### src/rtl/alu_share_arbiter.sv
// alu_share_arbiter: shares one registered-result ALU between two requesters.
// Round-robin grant, one operation in flight, 4-cycle IDLE/EXEC/CAPT/RESP flow.
// Ports:
//   clk, rst            clock and asynchronous active-high reset
//   reqN_valid/ready    command handshake, operands reqN_a/reqN_b, opcode reqN_op
//   respN_valid/ready   response handshake, respN_result/respN_zero hold last capture
//   alu_a/alu_b/alu_op  registered operands/opcode driven to the ALU
//   alu_result/alu_zero ALU registered result and its zero flag
//   busy                high whenever the FSM is not idle
module alu_share_arbiter #(
  parameter int unsigned WIDTH = 32
) (
  input  logic             clk,
  input  logic             rst,
  input  logic             req0_valid,
  output logic             req0_ready,
  input  logic [WIDTH-1:0] req0_a,
  input  logic [WIDTH-1:0] req0_b,
  input  logic [2:0]       req0_op,
  input  logic             req1_valid,
  output logic             req1_ready,
  input  logic [WIDTH-1:0] req1_a,
  input  logic [WIDTH-1:0] req1_b,
  input  logic [2:0]       req1_op,
  output logic             resp0_valid,
  input  logic             resp0_ready,
  output logic [WIDTH-1:0] resp0_result,
  output logic             resp0_zero,
  output logic             resp1_valid,
  input  logic             resp1_ready,
  output logic [WIDTH-1:0] resp1_result,
  output logic             resp1_zero,
  output logic [WIDTH-1:0] alu_a,
  output logic [WIDTH-1:0] alu_b,
  output logic [2:0]       alu_op,
  input  logic [WIDTH-1:0] alu_result,
  input  logic             alu_zero,
  output logic             busy
);

  localparam logic [1:0] StIdle = 2'd0;
  localparam logic [1:0] StExec = 2'd1;
  localparam logic [1:0] StCapt = 2'd2;
  localparam logic [1:0] StResp = 2'd3;

  logic [1:0]       state_q, state_d;
  logic             last_grant_q;  // requester granted most recently
  logic             owner_q;       // requester owning the in-flight operation
  logic [WIDTH-1:0] alu_a_q, alu_b_q;
  logic [2:0]       alu_op_q;
  logic [WIDTH-1:0] resp0_result_q, resp1_result_q;
  logic             resp0_zero_q, resp1_zero_q;

  logic grant0, grant1, is_idle, hs, hs_sel, owner_resp_ready;

  always_comb begin
    // req1 wins if alone, or on contention when req0 was served last
    grant1           = req1_valid && (!req0_valid || !last_grant_q);
    grant0           = req0_valid && !grant1;
    is_idle          = (state_q == StIdle);
    req0_ready       = is_idle && grant0;
    req1_ready       = is_idle && grant1;
    hs               = req0_ready || req1_ready;
    hs_sel           = req1_ready;
    // A ready from the non-owner is deliberately ignored
    owner_resp_ready = owner_q ? resp1_ready : resp0_ready;
  end

  always_comb begin
    state_d = state_q;
    case (state_q)
      StIdle:  if (hs) state_d = StExec;
      StExec:  state_d = StCapt;
      StCapt:  state_d = StResp;
      StResp:  if (owner_resp_ready) state_d = StIdle;
      default: state_d = StIdle;
    endcase
  end

  always_ff @(posedge clk or posedge rst) begin
    if (rst) begin
      state_q        <= StIdle;
      last_grant_q   <= 1'b1;
      owner_q        <= 1'b0;
      alu_a_q        <= '0;
      alu_b_q        <= '0;
      alu_op_q       <= 3'b000;
      resp0_result_q <= '0;
      resp1_result_q <= '0;
      resp0_zero_q   <= 1'b0;
      resp1_zero_q   <= 1'b0;
    end else begin
      state_q <= state_d;
      if (hs) begin
        alu_a_q      <= hs_sel ? req1_a  : req0_a;
        alu_b_q      <= hs_sel ? req1_b  : req0_b;
        alu_op_q     <= hs_sel ? req1_op : req0_op;
        owner_q      <= hs_sel;
        last_grant_q <= hs_sel;
      end
      // ALU result became valid at the end of EXEC
      if (state_q == StCapt) begin
        if (owner_q) begin
          resp1_result_q <= alu_result;
          resp1_zero_q   <= alu_zero;
        end else begin
          resp0_result_q <= alu_result;
          resp0_zero_q   <= alu_zero;
        end
      end
    end
  end

  assign alu_a        = alu_a_q;
  assign alu_b        = alu_b_q;
  assign alu_op       = alu_op_q;
  assign resp0_valid  = (state_q == StResp) && !owner_q;
  assign resp1_valid  = (state_q == StResp) && owner_q;
  assign resp0_result = resp0_result_q;
  assign resp1_result = resp1_result_q;
  assign resp0_zero   = resp0_zero_q;
  assign resp1_zero   = resp1_zero_q;
  assign busy         = !is_idle;

endmodule
### config.mk
export PLATFORM = sky130hd
export DESIGN_NAME = alu_share_arbiter
export DESIGN_NICKNAME = d
export VERILOG_FILES = /design/src/rtl/alu_share_arbiter.sv
export SDC_FILE = /design/constraint.sdc
export NUM_CORES = 1
export LEC_CHECK = 0
export BUFFER_PORTS_ARGS = -buffer_cell sky130_fd_sc_hd__buf_2
export CAP_MARGIN = 20
export CORE_UTILIZATION = 35
export DETAILED_ROUTE_END_ITERATION = 10
export PLACE_DENSITY = 0.7
export SYNTH_ARGS = -nofsm -noshare
export SYNTH_HDL_FRONTEND = slang
export SYNTH_SLANG_ARGS = --single-unit
### constraint.sdc
create_clock -name clk -period 6.86 [get_ports clk]
set_input_delay 1.372 -clock clk [delete_from_list [all_inputs] [get_ports clk]]
set_output_delay 1.372 -clock clk [all_outputs]
set_load 0.02 [all_outputs]
# After elaboration in Yosys (flattened, before gate mapping)
# Cells that the tools add are included.
dict set report word_totals {
  ff_bits 137
  out_inout_bits 138
  word_cells 40
  input_bits 173
}
dict set report op_classes {
  mux 7
  reduce_logical 17
  bitwise_logic 1
  n_eq_ne 5
}
# operator n
set op_table {}
lappend op_table {{32-bit 2-to-1 mux} 2}
lappend op_table {{2-bit case mux with 4 select lines} 1}
lappend op_table {{1-bit logical AND} 6}
lappend op_table {{2-bit AND reduction} 3}
lappend op_table {{1-bit logical NOT} 5}
lappend op_table {{2-bit equality test, second input constant} 2}
lappend op_table {{2-bit 2-to-1 mux} 2}
lappend op_table {{3-bit 2-to-1 mux} 1}
lappend op_table {{2-bit by 1-bit equality test with 1-bit output, second input constant} 1}
lappend op_table {{2-bit logical NOT} 1}
lappend op_table {{1-bit logical OR} 2}
lappend op_table {{2-bit by 1-bit != test with 1-bit output, second input constant} 1}
lappend op_table {{2-bit != test, second input constant} 1}
lappend op_table {{1-bit 2-to-1 mux} 1}
lappend op_table {{1-bit inverter} 1}

# Longest topological paths before layout
# Gate-level depths: netlist of the first run.
dict set report logic_depth {
  ltp_word 9
  ltp_mapped 7
}

# Least setup slack after synthesis of the first run
# No wires, ideal clock.
dict set report synth_path {
  kind {input to output}
  start {in req1_valid}
  end {out req1_ready}
  required_time_ns 5.488
  path_slack_ns 3.477
  cell_stages 3
  path_buffers 1
  arrival_time_ns 2.011
  path_cell_list {nand2_1 a21oi_2 clkbuf_1}
}
dict set report synth_via {
  elab_chain_len 2
}
# item line_no
set synth_rtl {}
lappend synth_rtl {{start: declaration} 20} ;# input logic req1_valid,
lappend synth_rtl {{1-bit logical AND} 58} ;# grant1 = req1_valid && (!req0_valid || !last_grant_q);
lappend synth_rtl {{1-bit logical AND} 62} ;# req1_ready = is_idle && grant1;
lappend synth_rtl {{end: declaration} 21} ;# output logic req1_ready,
# No other way between the ends.

# Worst setup path in the final report of the first run
dict set report layout_path {
  start {in req0_valid}
  end {out req0_ready}
}
dict set report layout_via {
  elab_chain_len 6
}
# item line_no
set layout_rtl {}
lappend layout_rtl {{start: declaration} 15} ;# input logic req0_valid,
lappend layout_rtl {{1-bit logical NOT} 58}
lappend layout_rtl {{1-bit logical OR} 58}
lappend layout_rtl {{1-bit logical AND} 58}
lappend layout_rtl {{1-bit logical NOT} 59} ;# grant0 = req0_valid && !grant1;
lappend layout_rtl {{1-bit logical AND (*)} 59}
lappend layout_rtl {{1-bit logical AND (*)} 61} ;# req0_ready = is_idle && grant0;
lappend layout_rtl {{end: declaration} 16} ;# output logic req0_ready,
# Every way passes the cells marked *; elsewhere a longest branch is shown, timed or not.

==> flow_summary.toml, run 1 <==
[hold_path]
min_to = "resp1_result[4]$_DFFE_PP0P_"
hold_start = "resp1_result[4]$_DFFE_PP0P_"
hold_depth = 1
hold_path.class = "flop to flop"

[critical_path]
timing.rr.start = "state_q[0]$_DFFE_PP0P_"
worst_setup_path_start_kind = "primary input"
critPathRequiredTime_ps = 5490
cp.arrival_ps = 2030
critPathKind = "primary input to primary output"
r2r_cells = 6
end_kind = "primary output"
path_max_fanout = 4
rrSetupSlack_ps = 4780
r2r-end = "alu_a[17]$_DFFE_PP0P_"

[cts]
post_cts_buffers = 0
cts_sinks = 137
cts_hold_buf = 0
clk_pin_slew_worst_paths_ps = 50
numCtsBuffers = 17
insertion_delay_ps = 410
post_cts_resize_count = 0
cts_tree = "done"
htree_num_levels = 4
cts-root-buf = "clkbuf_16"
clk_path_buf_depth = 2

[timing]
max_freq_ghz = 0.294
fin_crit_sh = 0.497
setup_tns_ps = 0
drv_slew = 0
hold_violations = 0
tightest_slew_ps = 923
setup_violations = 0
layout_setup_ws_ps = 3450
relSlewSlack = 0.385
rsz0062_at_grt = "false"
fin_skew_ps = 6.88
min_period_ps = 3410

[cells_and_area]
fin_nets = 876
syn2layout_area_growth_pct = 41.4
antenna_cells = 0
final_layout_size_suffix_gt1_frac = 0.591

[job]
drv_cap = 0

[drt]
drtPass1Iterations = 4
wl_per_cell_um = 16.4
via_per_inst = 4.82
vias = 4450
wl_mm = 15.2
drtIter0Drc = 141
ant_nets = 0
drcViolationCount = 0

[power]
seqPwrFrac = 0.339
power_leakage_uw = 0.00395
switchingPower_uw = 1640
irDropWorstVdd_uv = 227
clockPowerShare = 0.211
combinationalPowerShare = 0.450
p_sw_frac = 0.388
powerDensity_nw_per_um2 = 533
p_int_uw = 2580

[synthesis]
ys_ff_latch = 137
synth_warnings = 0
syn-instance-count = 392
syn_area_um2 = 5610
synth_nets = 569
ys_types = 21
avgSynthCellArea_um2 = 14.3
ys_seq_area_frac = 0.612

[floorplan]
die_y_um = 129
ios = 311
row_count = 45
core-area_um2 = 15400
die_area_um2 = 16500
start_util = 0.363
die_w_um = 129

[grt]
grtUsageTotal = 0.190
antenna_found_initial = 1
grt_pass1_wl_mm = 23.8
grt_max_degree = 75
grt_overflow = 0
first_global_vias = 4675

[placed_design]
port_buffers = 310
gp_congestion = 0.811
dp_hpwl_mm = 11.1
dp_slack_ps = 3470

[outcome]
status = "completed"
-- stage by stage --
step	hold WS, ps	utilization	area [µm²]	instances	power (µW)
5_1_grt	507	0.514	7930	923	4490
3_5_place_dp	487	0.476	7340	891	3360
6_report	495	0.514	7930	923	4220
4_1_cts	501	0.514	7930	923	4270
3_3_place_gp	483	0.476	7340	891	3300
2_1_floorplan	478	-	5610	392	2710
-- worst max-delay path: stages --
cell and delay, ps:
buf_2 170, nand2_1 140, a21oi_4 160, buf_2 190
-- cell type report --
cell class | count | area, µm²
clock inverters | 14 | 148
repair buffers | 316 | 1600
inverters | 5 | 23.8
flip-flops and latches | 137 | 3430
multi-input cells | 222 | 2030
fillers | 1408 | 7500
clock buffers | 18 | 439
well taps | 211 | 264
-- state kept, by name, summed over array words and instances, names as in the netlist --
name and flops:
owner_q 1, resp0_result 32, resp1_result 32, state_q 2
alu_a 32, resp1_zero 1, last_grant_q 1, alu_b 32
resp0_zero 1, alu_op 3
-- worst max-delay path by stage --
stage / from / endpoint / cells after the start
final: req0_valid / req0_ready / 4
after global placement: req0_valid / req0_ready / 4
after CTS: req0_valid / req0_ready / 4
after global routing: req0_valid / req0_ready / 4
after floorplan: rst / alu_a[0]$_DFFE_PP0P_ / 1
after detailed placement: req0_valid / req0_ready / 4
-- cells in the final DEF (no fill, tap or decap), types with 3 or more instances in the layout --
master,n
nand2_1,4
clkbuf_16,17
dfrtp_1,136
buf_4,6
a221o_1,67
mux2_2,67
inv_6,3
and2_0,67
ha_1,4
clkinv_2,4
clkinv_4,4
buf_2,310
inv_1,4
-- kinds of logic after synthesis --
family | count (synthesis) | share of synthesized area
compound gates | 73 | 0.127
fa+ha+maj | 4 | 0.00893
buf+inv | 33 | 0.0317
flops | 137 | 0.612
mux | 69 | 0.138
simple gates | 76 | 0.0821
-- power groups by stage --
stage                     Clock, µW  Sequential [µW]  Combinational (µW)
final                           892             1430                1900
after global routing            952             1480                2050
after CTS                       913             1430                1930
after detailed placement          0             1430                1920
after global placement            0             1420                1880
after floorplan                   0             1890                 815
-- metal layers --
metal  up-vias  GRT usage  wire length (µm)
met2       199      0.337              7860
met5         -          0                17
li1       2072          -                 -
met4         2     0.0796               306
met1      2153      0.218              6020
met3        24     0.0491               962
-- synthesized netlist by cell type --
cell type / count / area (µm²)
ha_1: 4 / 50.1
buf_6: 3 / 33.8
buf_2: 16 / 80.1
dfrtp_1: 136 / 3400
inv_1: 5 / 18.8
buf_4: 3 / 22.5
nand2_1: 4 / 15.0
o21ai_1: 1 / 5.00
nor2_1: 2 / 7.51
a21oi_2: 2 / 17.5
a22oi_1: 1 / 7.51
and2_1: 1 / 6.26
o21ai_0: 1 / 5.00
a21o_1: 1 / 7.51
clkbuf_1: 6 / 22.5
a221o_1: 67 / 671
dfstp_2: 1 / 26.3
mux2_2: 67 / 754
and2_0: 67 / 419
nor2b_1: 2 / 12.5
mux2i_1: 2 / 20.0
Note: power is estimated with default switching activity, not from simulation.
==> run 2: changes to the inputs <==
==> constraint.sdc (replaced) <==
create_clock -name clk -period 3.4 [get_ports clk]
set_input_delay 0.68 -clock clk [delete_from_list [all_inputs] [get_ports clk]]
set_output_delay 0.68 -clock clk [all_outputs]
set_load 0.02 [all_outputs]
==> flow_summary.toml, run 2 (same netlist as run 1, synthesis figures left out) <==
[outcome]
status = "completed"

[timing]
max_freq_ghz = 0.421
rsz0062_at_grt = "false"
setup_tns_ps = 0
min_period_ps = 2380
drv_slew = 0
tightest_slew_ps = 743
fin_skew_ps = 5.86
hold_violations = 0
fin_crit_sh = 0.699
setup_violations = 0
relSlewSlack = 0.505

[floorplan]
die_y_um = 129
ios = 311
die_w_um = 129
start_util = 0.363
die_area_um2 = 16500
row_count = 45
core-area_um2 = 15400

[critical_path]
crit_family = "flip-flops"
end_kind = "primary output"
critPathRequiredTime_ps = 2720
cp.arrival_ps = 1700
worstPathBufferInverterCount = 2
rrSetupSlack_ps = 1320
worst_setup_path_start_kind = "flop"
timing.rr.start = "state_q[0]$_DFFE_PP0P_"
r2r-end = "alu_a[11]$_DFFE_PP0P_"
r2r_cells = 6
critPathMaxStageDelay_ps = 390
path_max_fanout = 5
critPathKind = "flop to primary output"
timing.critical_path.slowest_stage_cell = "dfrtp_1"
crit_start = "state_q[0]$_DFFE_PP0P_"
crit_chain = "inv_1 -> ha_1 -> nand2_1 -> a21oi_4 -> buf_2"

[power]
p_sw_frac = 0.382
switchingPower_uw = 3250
clockPowerShare = 0.211
combinationalPowerShare = 0.452
irDropWorstVdd_uv = 393
p_int_uw = 5260
power_leakage_uw = 0.00396
seqPwrFrac = 0.338
powerDensity_nw_per_um2 = 1070

[cells_and_area]
syn2layout_area_growth_pct = 41.8
final_layout_size_suffix_gt1_frac = 0.586
final_cell_mix = "buf_2, dfrtp_1, mux2_2, and2_0, a221o_1"
layout.cells.most_common = "buf_2"
fill_cells = 1359
multi_input_area_um2 = 2030
fin_nets = 879
antenna_cells = 0
seqCellArea_um2 = 3430
postLayoutCoreUtil = 0.515

[job]
drv_cap = 0

[cts]
post_cts_resize_count = 0
cts-root-buf = "clkbuf_16"
insertion_delay_ps = 410
cts_hold_buf = 0
cts_sinks = 137
htree_num_levels = 4
cts_tree = "done"
clk_pin_slew_worst_paths_ps = 60
numCtsBuffers = 17
post_cts_buffers = 0
clk_path_buf_depth = 2

[drt]
maxUsedRoutingLayer = "met4"
drcViolationCount = 0
wl_mm = 15.0
via_per_inst = 4.88
met1_length_mm = 5.85
wl_per_cell_um = 16.2
drtPass1Iterations = 4
met2_length_mm = 7.73
wl_met3_um = 965
vias = 4513
ant_nets = 0
drtIter0Drc = 239

[hold_path]
hold_path.class = "primary input to asynchronous set/reset pin"

[placed_design]
dp_hpwl_mm = 11.0
gp_congestion = 0.806
port_buffers = 310

[grt]
grt_overflow = 0
grtUsageTotal = 0.185
antenna_found_initial = 0
first_global_vias = 4662
grt_max_degree = 79
grt_pass1_wl_mm = 23.3
run 2: through the flow:
step	instance area [µm²]	setup slack (ps)	hold slack, ps	power (µW)	std cells
2_1_floorplan	5610	1010	478	5460	392
3_3_place_gp	7350	1410	481	6620	893
3_5_place_dp	7350	1310	487	6770	893
4_1_cts	7920	1010	477	8600	923
5_1_grt	7950	905	256	9020	924
6_report	7950	1020	262	8510	924
run 2: per-layer routing:
layer,global-route usage,vias up
li1,-,2070
met1,0.210,2186
met2,0.322,224
met3,0.0462,33
met4,0.0955,0
met5,0,-
run 2: final cells by class:
cell class / count / share of cell area
sequential: 137 / 0.431
inverter: 5 / 0.00283
timing repair buffer: 319 / 0.206
tap: 211 / 0.0332
clock inverter: 9 / 0.0159
multi-input combinational: 222 / 0.255
clock buffer: 21 / 0.0554
run 2: how the worst max path moves through the flow:
stage                     cells after the start  slack, ps               endpoint
after global routing                          5        900             req0_ready
final                                         5       1020             req1_ready
after detailed placement                      5       1310  alu_a[11]$_DFFE_PP0P_
after global placement                        5       1410  alu_a[11]$_DFFE_PP0P_
after floorplan                               1       1010   alu_a[0]$_DFFE_PP0P_
after CTS                                     5       1010             req0_ready
run 2: tightest hold or removal path, cell delays in order:
cell        delay [ps]
buf_2              110
clkinvlp_4          60
buf_4              150
run 2: power by group through the flow:
stage	Sequential (µW)	Combinational [µW]	Clock [µW]
2_1_floorplan	3820	1640	0
3_5_place_dp	2870	3900	0
6_report	2870	3840	1790
4_1_cts	2880	3890	1840
5_1_grt	2970	4140	1910
3_3_place_gp	2850	3770	0
